$ cat src/rtl/simple_cpu_controller.sv
// simple_cpu_controller
// Multi-cycle control unit for the simple CPU. It owns PC and IR, fetches one
// 8-bit instruction per pass from a synchronous-read ROM, and drives the strobes
// for the register file and ALU. Every instruction takes four cycles:
// FETCH, DECODE, EXEC and WB. Execution starts from PC=0 on start and halts on a
// HALT opcode, or after PROG_LEN instructions.
//
// Optional build macro STEP_MODE_EN: when it is defined, an extra input `step`
// is present. WB then holds until step=1. The register write and the PC
// increment still happen exactly once, in the first WB cycle.
//
// ISA, IR[7:6]: 00 ADD rd+=rs | 01 SUB rd-=rs | 10 LDI rd=imm4 | 11 HALT
//   rd = IR[5:4], rs = IR[3:2], imm4 = IR[3:0]
module simple_cpu_controller #(
  parameter int PC_WIDTH = 4,
  parameter int PROG_LEN = 4
) (
  input  logic                clk,
  input  logic                rst_n,
  input  logic                start,
`ifdef STEP_MODE_EN
  input  logic                step,
`endif
  input  logic [7:0]          imem_data,
  output logic [PC_WIDTH-1:0] imem_addr,
  output logic                ir_load,
  output logic [1:0]          rf_raddr_a,
  output logic [1:0]          rf_raddr_b,
  output logic [1:0]          rf_waddr,
  output logic [1:0]          alu_op,
  output logic                alu_src_imm,
  output logic [3:0]          imm_out,
  output logic                reg_we,
  output logic                busy,
  output logic                done,
  output logic [PC_WIDTH:0]   instr_count
);

  localparam logic [2:0] S_IDLE   = 3'd0;
  localparam logic [2:0] S_FETCH  = 3'd1;
  localparam logic [2:0] S_DECODE = 3'd2;
  localparam logic [2:0] S_EXEC   = 3'd3;
  localparam logic [2:0] S_WB     = 3'd4;
  localparam logic [2:0] S_HALT   = 3'd5;

  localparam logic [1:0] OP_ADD  = 2'b00;
  localparam logic [1:0] OP_SUB  = 2'b01;
  localparam logic [1:0] OP_LDI  = 2'b10;
  localparam logic [1:0] OP_HALT = 2'b11;

  // PC value of the last instruction in the program
  localparam logic [PC_WIDTH-1:0] PC_LAST = PC_WIDTH'(PROG_LEN - 1);
  localparam logic [PC_WIDTH:0]   CNT_MAX = '1;

  logic [2:0]          state;
  logic [2:0]          state_nxt;
  logic [PC_WIDTH-1:0] pc;
  logic [7:0]          ir;
  logic [PC_WIDTH:0]   cnt;

  logic                launch;      // start accepted from IDLE or HALT
  logic                wb_commit;   // the single cycle in which WB writes back
  logic                halt_op;     // IR holds a HALT instruction
  logic                last_instr;  // PC points at the final program slot
  logic                ir_fields;   // IR-driven outputs are valid (EXEC/WB)
  logic [1:0]          opcode;

  // Retired-instruction counter increment; it sticks at all-ones
  function automatic logic [PC_WIDTH:0] sat_inc(input logic [PC_WIDTH:0] v);
    if (v == CNT_MAX) begin
      return v;
    end
    return v + 1'b1;
  endfunction

  assign opcode     = ir[7:6];
  assign halt_op    = (opcode == OP_HALT);
  assign last_instr = (pc == PC_LAST);
  assign launch     = start && ((state == S_IDLE) || (state == S_HALT));
  assign ir_fields  = (state == S_EXEC) || (state == S_WB);

`ifdef STEP_MODE_EN
  logic wb_seen;  // set while WB is held beyond its first cycle

  // Remember whether the previous cycle was already WB, so the write fires once
  always_ff @(posedge clk or negedge rst_n) begin
    if (!rst_n) begin
      wb_seen <= 1'b0;
    end else begin
      wb_seen <= (state == S_WB);
    end
  end

  assign wb_commit = (state == S_WB) && !wb_seen;
`else
  assign wb_commit = (state == S_WB);
`endif

  // Next-state logic for the instruction sequencer
  always_comb begin
    state_nxt = state;
    case (state)
      S_IDLE: begin
        if (start) begin
          state_nxt = S_FETCH;
        end
      end
      S_FETCH:  state_nxt = S_DECODE;
      S_DECODE: state_nxt = S_EXEC;
      S_EXEC: begin
        if (halt_op) begin
          state_nxt = S_HALT;
        end else begin
          state_nxt = S_WB;
        end
      end
      S_WB: begin
`ifdef STEP_MODE_EN
        // The halt decision is taken on the committing cycle, regardless of step
        if (wb_commit && last_instr) begin
          state_nxt = S_HALT;
        end else if (step) begin
          state_nxt = S_FETCH;
        end else begin
          state_nxt = S_WB;
        end
`else
        if (last_instr) begin
          state_nxt = S_HALT;
        end else begin
          state_nxt = S_FETCH;
        end
`endif
      end
      S_HALT: begin
        if (start) begin
          state_nxt = S_FETCH;
        end
      end
      default: state_nxt = S_IDLE;
    endcase
  end

  // State register
  always_ff @(posedge clk or negedge rst_n) begin
    if (!rst_n) begin
      state <= S_IDLE;
    end else begin
      state <= state_nxt;
    end
  end

  // Program counter: cleared on launch, advanced once per write-back.
  // It is not advanced on the last instruction, so imem_addr stays in range.
  always_ff @(posedge clk or negedge rst_n) begin
    if (!rst_n) begin
      pc <= '0;
    end else if (launch) begin
      pc <= '0;
    end else if (wb_commit && !last_instr) begin
      pc <= pc + 1'b1;
    end
  end

  // Instruction register: captures the ROM word presented during DECODE
  always_ff @(posedge clk or negedge rst_n) begin
    if (!rst_n) begin
      ir <= 8'h00;
    end else if (state == S_DECODE) begin
      ir <= imem_data;
    end
  end

  // Retired-instruction counter: counts write-backs plus the HALT instruction
  always_ff @(posedge clk or negedge rst_n) begin
    if (!rst_n) begin
      cnt <= '0;
    end else if (launch) begin
      cnt <= '0;
    end else if (wb_commit || ((state == S_EXEC) && halt_op)) begin
      cnt <= sat_inc(cnt);
    end
  end

  // Datapath strobes, decoded from state and IR; they are zero outside EXEC/WB
  always_comb begin
    imem_addr   = pc;
    ir_load     = (state == S_DECODE);
    rf_raddr_a  = 2'b00;
    rf_raddr_b  = 2'b00;
    rf_waddr    = 2'b00;
    alu_op      = OP_ADD;
    alu_src_imm = 1'b0;
    imm_out     = 4'h0;
    if (ir_fields) begin
      rf_raddr_a  = ir[5:4];
      rf_raddr_b  = ir[3:2];
      rf_waddr    = ir[5:4];
      alu_op      = (opcode == OP_SUB) ? OP_SUB :
                    (opcode == OP_LDI) ? OP_LDI : opcode;
      alu_src_imm = (opcode == OP_LDI);
      imm_out     = ir[3:0];
    end
    reg_we      = wb_commit;
    busy        = (state == S_FETCH) || (state == S_DECODE) ||
                  (state == S_EXEC)  || (state == S_WB);
    done        = (state == S_HALT);
    instr_count = cnt;
  end

endmodule
$ cat config.mk
export PLATFORM = sky130hd
export DESIGN_NAME = simple_cpu_controller
export DESIGN_NICKNAME = d
export VERILOG_FILES = /design/src/rtl/simple_cpu_controller.sv
export SDC_FILE = /design/constraint.sdc
export NUM_CORES = 1
export LEC_CHECK = 0
export ABC_AREA = 1
export BUFFER_PORTS_ARGS = -buffer_cell sky130_fd_sc_hd__buf_2
export CAP_MARGIN = 40
export CORE_MARGIN = 3
export CORE_UTILIZATION = 44
export DETAILED_ROUTE_END_ITERATION = 10
export PLACE_DENSITY = 0.77
export REMOVE_ABC_BUFFERS = 1
export SLEW_MARGIN = 20
export SYNTH_ARGS = -nofsm -noshare
export SYNTH_HDL_FRONTEND = slang
export SYNTH_SLANG_ARGS = --single-unit
$ cat constraint.sdc
create_clock -name clk -period 1.5 [get_ports clk]
set_clock_uncertainty 0.15 [all_clocks]
set_input_delay 0.225 -clock clk [delete_from_list [all_inputs] [get_ports clk]]
set_output_delay 0.225 -clock clk [all_outputs]
set_load 0.01 [all_outputs]
==> results.md, run 1 <==
* Status: finished, violations left
* Failing checks: setup timing
* VDD IR max at ~1.8 mV
* Core area at 0.002318 mm²
* Most frequent cell after synthesis: nand2_1
* Worst Hold Path EP: imem_addr[0]
* TritonRoute pass-1 iters at 4
* Hold path cells at 4
* Met1 Use GR at between 20% and 30%
* HPWL reported at the end of detailed placement at between 1.5 and 2 mm
* Total GRT Usage at around a fifth
* Mapped Cells at about 150
* Clock Sinks at 20
* Post-route setup slack at -0.3936 ns
* HP Start: start
* Post-synth top cells: 40 x nand2_1, 20 x dfrtp_1, 18 x inv_1
* Via Count at 1325
* R2r setup slk at -0.23 ns
* NetSw at 1.634 mW
* Post-synth EDFFs at 0
* Final Max Tran Viols at 0
* Grt ovf at 0
* Combinational cell fraction of total power at between 60 and 70%
* Library cells used by synthesis at 19
* Worst endpoint required time at 1.12 ns
* Core Rows at 17
* Vias in the first global route at 1200
* Post-route minimum period at about 1.9 ns
* Root Buffer: clkbuf_4
* Relative slew slack at between 60% and 70%
* Vias per cell at between 5 and 6
* Syn Std Cell Area at ~0.0011 mm²
* Largest net degree at the start of global routing at 21
* Reg2reg path depth at 9
* RSZ-0062 raised after global routing: true
* Startpoint Class: register
* Clk pwr share at about an eighth
* First-pass GRT wire length at around 5.4 mm
* Sequential fraction of the synthesis area at 44.59%
* Diode count at 0
* Slew @ Worst Pin at about 0.47 ns
* Total of fill cells in the finished design at between 100 and 150
* Internal Pwr Total at 1.955 mW
* Highest net fanout along the worst path at 9
* Pre-CTS WS at -0.04363 ns
* DR iter-0 viols at 64
* Initial antenna violation count at 0
* Clock tree buffer depth at 2
* Busiest grt layer: met2
* Peak Freq at ~530 MHz
* Area grow syn2layout at 60.09%
* I/O pin cnt at 37
* CTS tree: built
* Power Dens Cells at roughly 2000 mW/mm²
* R2R Path Start: state[0]
* Setup total negative slack at -8.555 ns
* Net Sw Frac at 45.52%
* Final Wtd Congestion at approximately 0.92
* R2r endpoint: ir[6]
* Synth async-reset ratio at 100.0%
* Worst EP arrival at 1.52 ns
* Port bufs at 36
* Register Area at just over 500 µm²
* Grt met3 use at under 10%
* Clock Pin Slew Worst Setup and Hold Paths at between 0.1 and 0.15 ns
* Initial core utilization at 48.41%
* Final period util at 126.2%
* Fraction of layout cells with a size suffix above 1 at a little under half
* Die Y at 56.51 µm
* Final hold vios at 0
* Met2 Use GR at between 30 and 40%
* Post-synth top area share at 44.59%
* Reg power frac at 25.1%
* Multi-input gate area at 598.1 µm²
* Area contributors post-synth: dfrtp_1 45%, nand2_1 13%, nand3_1 7.6%
* Number of synthesis warnings at 0
* Hold Crit Class: in -> reg
* P_leak at 1.002 nW
* Critical path start-end classification: reg -> out
* FF+latch count, synth at 20
* Final wirelength at between 4 and 5 mm
* Htree depth at 1
* Cell taking the most area after synthesis: dfrtp_1
* Syn Area/Cell at ~7.6 µm²
* Wirelength per Cell at about 17 µm
* Clock latency on the worst-skew pair at approximately 0.32 ns
* CTS Buf Count at 3
* Die W at 56.51 µm
* Nets@finish at 228
* Max Cap Viol at 0
* Crit end category: primary output
* DRC at 0
* Dominant synthesized flop cell: dfrtp_1
* # setup viols final at 35
* Post-route ant nets at 0
* Die area at 0.003193 mm²
[flip-flops by register name (all words and copies together) (netlist names)]
| signal | count |
|---|---|
| imem_addr | 4 |
| instr_count | 5 |
| ir | 8 |
| state | 3 |
[per-layer routing]
| metal | vias up | share of wire, % |
|---|---|---|
| met5 | - | 0 |
| met3 | 15 | 5.9 |
| met4 | 0 | 3.0 |
| met1 | 663 | 38 |
| li1 | 590 | - |
| met2 | 57 | 53 |
[final cells by class]
cell class | instances | area share [%]
clock buffer | 3 | 1.253
clock inverter | 1 | 1.671
inverter | 22 | 5.014
multi-input combinational | 99 | 33.29
sequential | 20 | 27.99
tap | 28 | 1.950
timing repair buffer | 68 | 28.83
[worst max path at each step]
stage              startpoint              to  cells past startpoint
2_1_floorplan  instr_count[0]  instr_count[2]                      9
3_3_place_gp         state[1]    imem_addr[3]                      9
3_5_place_dp   instr_count[0]  instr_count[2]                      8
4_1_cts              state[0]            busy                      5
5_1_grt              state[2]     alu_src_imm                      6
6_report             state[2]      imm_out[3]                      6
[power groups by stage]
stage	clock network, mW	registers (mW)	logic, mW
after floorplan	0	0.887	0.783
final	0.459	0.900	2.23
after detailed placement	0	0.873	1.39
after global routing	0.482	0.917	2.41
after CTS	0.461	0.872	1.75
after global placement	0	0.857	1.34
[repair_timing]
action / 4_1_cts / 5_1_grt
hold buffers: 9 / 0
cloned: 0 / 1
endpoints found under the setup margin: 25 / 34
setup buffers: 6 / 4
gates resized for setup: 28 / 24
pin swaps: 7 / 8
endpoints found under the hold margin: 28 / 0
[cells by family after synthesis]
| family | count (synthesis) | share of synthesized area [%] |
|---|---|---|
| simple gates | 78 | 30.88 |
| buf+inv | 29 | 12.37 |
| flops | 20 | 44.59 |
| compound gates | 14 | 6.466 |
| xor+xnor | 3 | 2.342 |
| fa+ha+maj | 3 | 3.345 |
[metrics by stage]
stage	power, mW	cells	hold slack, ns	instance area, µm²	utilization (%)
3_5_place_dp	2.259	217	0.04860	1379	59.47
3_3_place_gp	2.200	217	0.04466	1379	59.47
2_1_floorplan	1.670	140	-0.2206	1066	-
5_1_grt	3.809	241	0.1613	1797	77.50
4_1_cts	3.083	236	0.08807	1662	71.67
6_report	3.589	241	0.1592	1797	77.50
[cell usage in the layout (no fill, tap or decap), types with 5 or more instances in the layout]
cell type      instances
buf_2                 27
buf_4                 18
buf_6                 14
dfrtp_1               18
dlygate4sd3_1          9
inv_1                 15
inv_2                  6
nand2_1               36
nand2_4                5
nand3_1               12
nand3_2                5
nor2_1                 7
nor2_4                 6
o21ai_0                8
[critical path, stage by stage (launching register included)]
cell and delay (ns):
dfrtp_1 0.43, inv_2 0.12, nand3_1 0.17, nand2_4 0.15, inv_8 0.07, nor2_4 0.13, buf_6 0.12
No activity file was read; power rests on OpenSTA's default activity.
==> run 2: changes to the inputs <==
CORE_UTILIZATION = 53   (was 44)
PLACE_DENSITY = 0.86   (was 0.77)
clock period = 2.3 ns   (was 1.5 ns; I/O delays follow)
==> results.md, run 2 (synthesized netlist as in run 1, its figures left out) <==
* Port bufs at 36 (unchanged)
* Core Rows at 16 (was 17)
* Clock Sinks at 20 (unchanged)
* P_leak at 0.8061 nW (was 1.002 nW)
* Fraction of layout cells with a size suffix above 1 at 27.62% (was 45.07%)
* Final wirelength at 2.348 mm (was 4.111 mm)
* Setup total negative slack at 0 ns (was -8.555 ns)
* Vias in the first global route at 979 (was 1200)
* Post-route ant nets at 0 (unchanged)
* Initial antenna violation count at 0 (unchanged)
* Startpoint Class: register (unchanged)
* Critical path start-end classification: reg -> out (unchanged)
* Die W at 52.02 µm (was 56.51 µm)
* Vias per cell at 4.913 (was 5.498)
* DR iter-0 viols at 13 (was 64)
* CTS tree: built (unchanged)
* Worst EP arrival at 1.56 ns (was 1.52 ns)
* HPWL reported at the end of detailed placement at 1.843 mm (was 1.942 mm)
* Die Y at 52.02 µm (was 56.51 µm)
* Peak Freq at approximately 490 MHz
* Clk pwr share at 10.4% (was 12.8%)
* Util after Layout at 66.60% (was 77.50%)
* Relative slew slack at 71.56% (was 68.74%)
* Die area at 0.002706 mm² (was 0.003193 mm²)
* Nets@finish at 197 (was 228)
* NetSw at 705.9 µW (was 1.634 mW)
* VDD IR max at 0.6181 mV (was 1.843 mV)
* TritonRoute pass-1 iters at 4 (unchanged)
* Final Max Tran Viols at 0 (unchanged)
* Highest net fanout along the worst path at 10 (was 9)
* CP Buf/Inv Count at 2 (was 3)
* CP max stage cell: dfrtp_1 (unchanged)
* Grt ovf at 0 (unchanged)
* Combinational cell fraction of total power at 51.2% (was 62.1%)
* # setup viols final at 0 (was 35)
* Worst hold slack at 0.1017 ns (was 0.1592 ns)
* DRC at 0 (unchanged)
* Area after DPL at 0.001287 mm² (was 0.001379 mm²)
* Htree depth at 1 (unchanged)
* Largest net degree at the start of global routing at 21 (unchanged)
* Hold Crit Class: in -> reg (unchanged)
* Commonest non-fill, non-tap cell in the layout: nand2_1 (unchanged)
* First-pass GRT wire length at 3.939 mm (was 5.354 mm)
* Crit path cell chain: nor2_2 -> nand2_2 -> nand2_1 -> inv_2 -> nor3_1 -> buf_2 (was inv_2 -> nand3_1 -> nand2_4 -> inv_8 -> nor2_4 -> buf_6)
* Power Dens Cells at 1147 mW/mm² (was 1998 mW/mm²)
* Final period util at between 80% and 90%
* Commonest cells after routing, fill and taps aside: 40 x nand2_1, 36 x buf_2, 20 x dfrtp_1, 18 x inv_1, 17 x nand3_1 (was 36 x nand2_1, 27 x buf_2, 18 x dfrtp_1, 18 x buf_4, 15 x inv_1)
* Diode count at 0 (unchanged)
* Root Buffer: clkbuf_4 (unchanged)
* Post-route minimum period at approximately 2.1 ns
* Max FFs per register at 8 (unchanged)
* Worst endpoint required time at 1.80 ns (was 1.12 ns)
* Slew @ Worst Pin at 0.4265 ns (was 0.4689 ns)
* Area grow syn2layout at 17.61% (was 60.09%)
* Total GRT Usage at 19.52% (was 21.24%)
* RSZ-0062 raised after global routing: false (was true)
* Worst path max stage delay at 0.51 ns (was 0.43 ns)
* Final Cell Area at 0.001320 mm² (was 0.001797 mm²)
* Status: finished, final reports clean (was finished, violations left)
* PostCTS Resize Cnt at 0 (was 28)
* Crit end category: primary output (unchanged)
* Core area at 0.001982 mm² (was 0.002318 mm²)
* Via Count at 1022 (was 1325)
* CTS Buf Count at 3 (unchanged)
* Critical path's top delay family: flip-flops (was simple AND/OR/NAND/NOR gates)
* Most flops, register: ir (unchanged)
* Post-route setup slack at 0.2411 ns (was -0.3936 ns)
* Final Wtd Congestion at 0.7700 (was 0.9164)
* Clock tree buffer depth at 2 (unchanged)
* Wirelength per Cell at 11.29 µm (was 17.06 µm)
* I/O pin cnt at 37 (unchanged)
* Clock latency on the worst-skew pair at 0.29 ns (was 0.32 ns)
* Initial core utilization at 56.63% (was 48.41%)
* Pre-CTS WS at 0.5699 ns (was -0.04363 ns)
* Setup bufs post-CTS at 0 (was 6)
* Max Cap Viol at 0 (unchanged)
* Net Sw Frac at 46.60% (was 45.52%)
* Internal Pwr Total at 808.8 µW (was 1.955 mW)
* Clock Pin Slew Worst Setup and Hold Paths at 0.10 ns (was 0.12 ns)
* Reg power frac at 38.4% (was 25.1%)
* Hold-fix buffers at CTS at 1 (was 9)
* Final hold vios at 0 (unchanged)
-- run 2: power by group through the flow --
stage | logic, mW | registers, mW | clock network (mW)
after floorplan | 0.510 | 0.579 | 0
after global placement | 0.753 | 0.578 | 0
after detailed placement | 0.777 | 0.589 | 0
after CTS | 0.786 | 0.580 | 0.162
after global routing | 0.890 | 0.599 | 0.173
final | 0.776 | 0.581 | 0.158
-- run 2: worst paths after layout --
kind                                start        endpoint  slack, ns  cells past startpoint
hold reg to reg              imem_addr[1]    imem_addr[1]       0.40                      2
hold / removal               imem_data[0]           ir[0]       0.10                      3
min in group asynchronous           rst_n  instr_count[2]       0.36                      2
setup / recovery                 state[0]     alu_src_imm       0.24                      6
max in group asynchronous           rst_n           ir[6]       1.34                      2
setup reg to reg           instr_count[0]  instr_count[2]       0.61                      9
-- run 2: metrics by stage --
step	power [mW]	cells
6_report	1.515	208
5_1_grt	1.661	208
2_1_floorplan	1.089	140
4_1_cts	1.528	208
3_3_place_gp	1.330	204
3_5_place_dp	1.366	204
-- run 2: cell type report --
| cell class | instances | area [µm²] |
|---|---|---|
| clock buffers | 3 | 22.52 |
| fillers | 168 | 661.9 |
| repair buffers | 38 | 197.7 |
| multi-input cells | 98 | 483.0 |
| flip-flops and latches | 20 | 500.5 |
| well taps | 27 | 33.78 |
| inverters | 22 | 82.58 |
-- run 2: routing by layer --
metal  GRT usage, %  vias up  part of all wire [%]
li1               -      524                     -
met1          23.69      479                    44
met2          34.10       17                    52
met3          3.438        2                   3.1
met4          7.424        0                  0.55
met5              0        -                     0
-- run 2: worst min-delay path: cells and delay by family --
family / cells / cell delay (ns)
and+or+nand+nor: 1 / 0.04
AOI/OAI and AO/OA: 1 / 0.05
buffers and inverters: 1 / 0.07
==> run 3: changes to the inputs <==
==> constraint.sdc (replaced) <==
create_clock -name clk -period 2.3 [get_ports clk]
set_clock_uncertainty 0.15 [all_clocks]
set_input_delay 0.115 -clock clk [delete_from_list [all_inputs] [get_ports clk]]
set_output_delay 0.115 -clock clk [all_outputs]
set_load 0.01 [all_outputs]
==> results.md, run 3 (synthesized netlist as in run 1, its figures left out) <==
* Status: finished, final reports clean (unchanged)
* Root Buffer: clkbuf_4 (unchanged)
* Wirelength per Cell at 12.99 µm (was 11.29 µm)
* Clock latency on the worst-skew pair at 0.31 ns (was 0.29 ns)
* VDD IR max at 0.7412 mV (was 0.6181 mV)
* Crit end category: primary output (unchanged)
* Die Y at 52.02 µm (unchanged)
* Vias in the first global route at 1017 (was 979)
* R2R Path Start: instr_count[0] (unchanged)
* Pre-CTS WS at 0.6531 ns (was 0.5699 ns)
* Reg2reg path depth at 8 (was 9)
* Hold Crit Class: in -> async (was in -> reg)
* CTS Buf Count at 3 (unchanged)
* Fraction of layout cells with a size suffix above 1 at 26.32% (was 27.62%)
* RSZ-0062 raised after global routing: false (unchanged)
* Via Count at 1092 (was 1022)
* Startpoint Class: register (unchanged)
* Area grow syn2layout at 27.65% (was 17.61%)
* CTS tree: built (unchanged)
* Setup total negative slack at 0 ns (unchanged)
* Htree depth at 1 (unchanged)
* Grt ovf at 0 (unchanged)
* Final wirelength at 2.819 mm (was 2.348 mm)
* I/O pin cnt at 37 (unchanged)
* Diode count at 0 (unchanged)
* DR iter-0 viols at 17 (was 13)
* R2r endpoint: instr_count[0] (was instr_count[2])
* Port bufs at 36 (unchanged)
* Final Max Tran Viols at 0 (unchanged)
* Largest net degree at the start of global routing at 21 (unchanged)
* Final Cell Area at 0.001433 mm² (was 0.001320 mm²)
* Grt met3 use at 2.292% (was 3.438%)
* Internal Pwr Total at 923.7 µW (was 808.8 µW)
* Peak Freq at 532.4 MHz (was 485.7 MHz)
* Post-route minimum period at 1.878 ns (was 2.059 ns)
* Area after DPL at 0.001280 mm² (was 0.001287 mm²)
* Register Area at 500.5 µm² (unchanged)
* Met2 Use GR at 39.96% (was 34.10%)
* Power Dens Cells at 1160 mW/mm² (was 1147 mW/mm²)
* Reg power frac at 35.1% (was 38.4%)
* Final hold vios at 0 (unchanged)
* Final Wtd Congestion at 0.8330 (was 0.7700)
* Util after Layout at 72.29% (was 66.60%)
* First-pass GRT wire length at 4.733 mm (was 3.939 mm)
* Initial antenna violation count at 0 (unchanged)
* HPWL reported at the end of detailed placement at 1.847 mm (was 1.843 mm)
* Multi-input gate area at 483.0 µm² (unchanged)
* Clock Pin Slew Worst Setup and Hold Paths at 0.12 ns (was 0.10 ns)
* Relative slew slack at 69.85% (was 71.56%)
* Die W at 52.02 µm (unchanged)
* Max FFs per register at 8 (unchanged)
* Initial core utilization at 56.63% (unchanged)
* Post-route setup slack at 0.4217 ns (was 0.2411 ns)
* Worst endpoint required time at 2.04 ns (was 1.80 ns)
* Die area at 0.002706 mm² (unchanged)
* P_leak at 0.8526 nW (was 0.8061 nW)
* # setup viols final at 0 (unchanged)
* TritonRoute pass-1 iters at 4 (unchanged)
* Highest net fanout along the worst path at 10 (unchanged)
* Nets@finish at 205 (was 197)
* DRC at 0 (unchanged)
* Final period util at 81.67% (was 89.52%)
* Post-route ant nets at 0 (unchanged)
* R2r setup slk at 0.59 ns (was 0.61 ns)
* Worst hold slack at 0.1254 ns (was 0.1017 ns)
* Net Sw Frac at 44.43% (was 46.60%)
* Clk pwr share at 17.5% (was 10.4%)
* Critical path start-end classification: reg -> out (unchanged)
* Slew @ Worst Pin at 0.4522 ns (was 0.4265 ns)
* Setup bufs post-CTS at 0 (unchanged)
* Met1 Use GR at 29.87% (was 23.69%)
* NetSw at 738.4 µW (was 705.9 µW)
* Combinational cell fraction of total power at 47.4% (was 51.2%)
* Worst EP arrival at 1.61 ns (was 1.56 ns)
* Total GRT Usage at 23.89% (was 19.52%)
* Clock tree buffer depth at 2 (unchanged)
* Total of fill cells in the finished design at 143 (was 168)
* Max Cap Viol at 0 (unchanged)
* Commonest cells after routing, fill and taps aside: 40 x nand2_1, 36 x buf_2, 20 x dfrtp_1, 18 x inv_1, 17 x nand3_1 (unchanged)
* Busiest grt layer: met2 (unchanged)
* Clock Sinks at 20 (unchanged)
* Vias per cell at 5.032 (was 4.913)
* Core area at 0.001982 mm² (unchanged)
* Commonest non-fill, non-tap cell in the layout: nand2_1 (unchanged)
* Most flops, register: ir (unchanged)
* Core Rows at 16 (unchanged)
-- run 3: cell count changes in the layout (fill, tap and decap cells not counted) --
cell and delta:
buf_4 -1, bufinv_16 +1, dlygate4sd3_1 +9
-- run 3: cell type report --
| type | instances | area share, % |
|---|---|---|
| Inverter | 22 | 5.764 |
| Clock buffer | 3 | 1.572 |
| Tap cell | 27 | 2.358 |
| Clock inverter | 1 | 2.096 |
| Sequential cell | 20 | 34.93 |
| Multi-Input combinational cell | 98 | 33.71 |
| Timing Repair Buffer | 46 | 19.56 |
-- run 3: metrics by stage --
stage                     std cells  power (mW)
final                           217       1.662
after global routing            217       1.800
after CTS                       217       1.653
after detailed placement        203       1.351
after global placement          203       1.314
after floorplan                 140       1.089
-- run 3: critical path, cell delays in order, from the launching register on --
cell     delay, ns
dfrtp_1       0.51
nor2_2        0.16
nand2_2       0.11
nand2_1       0.11
inv_2         0.09
nor2_1        0.14
buf_2         0.18
-- run 3: routing by layer --
metal  wire, µm  share of wire (%)
met5          0                  0
met4        116                4.1
met3        123                4.4
met2       1467                 52
met1       1112                 39
-- run 3: repair_timing --
action                    in CTS  in global routing
hold buffers                  10                  0
hold endpoints to repair      29                  0
resized for setup              0                  0
-- run 3: power by group through the flow --
stage	Clock [mW]	Combinational, mW	Sequential, mW
2_1_floorplan	0	0.510	0.579
3_3_place_gp	0	0.732	0.582
3_5_place_dp	0	0.764	0.587
4_1_cts	0.292	0.780	0.581
5_1_grt	0.305	0.893	0.602
6_report	0.291	0.788	0.583
-- run 3: worst max path at each step --
stage              startpoint  cells past startpoint  slack, ns              to
6_report             state[0]                      6       0.42   rf_raddr_b[0]
3_5_place_dp   instr_count[0]                      9       0.65  instr_count[2]
4_1_cts              state[0]                      6       0.38     alu_src_imm
5_1_grt              state[0]                      5       0.31   rf_raddr_a[0]
2_1_floorplan  instr_count[0]                      9       0.73  instr_count[2]
3_3_place_gp   instr_count[0]                      9       0.73  instr_count[3]
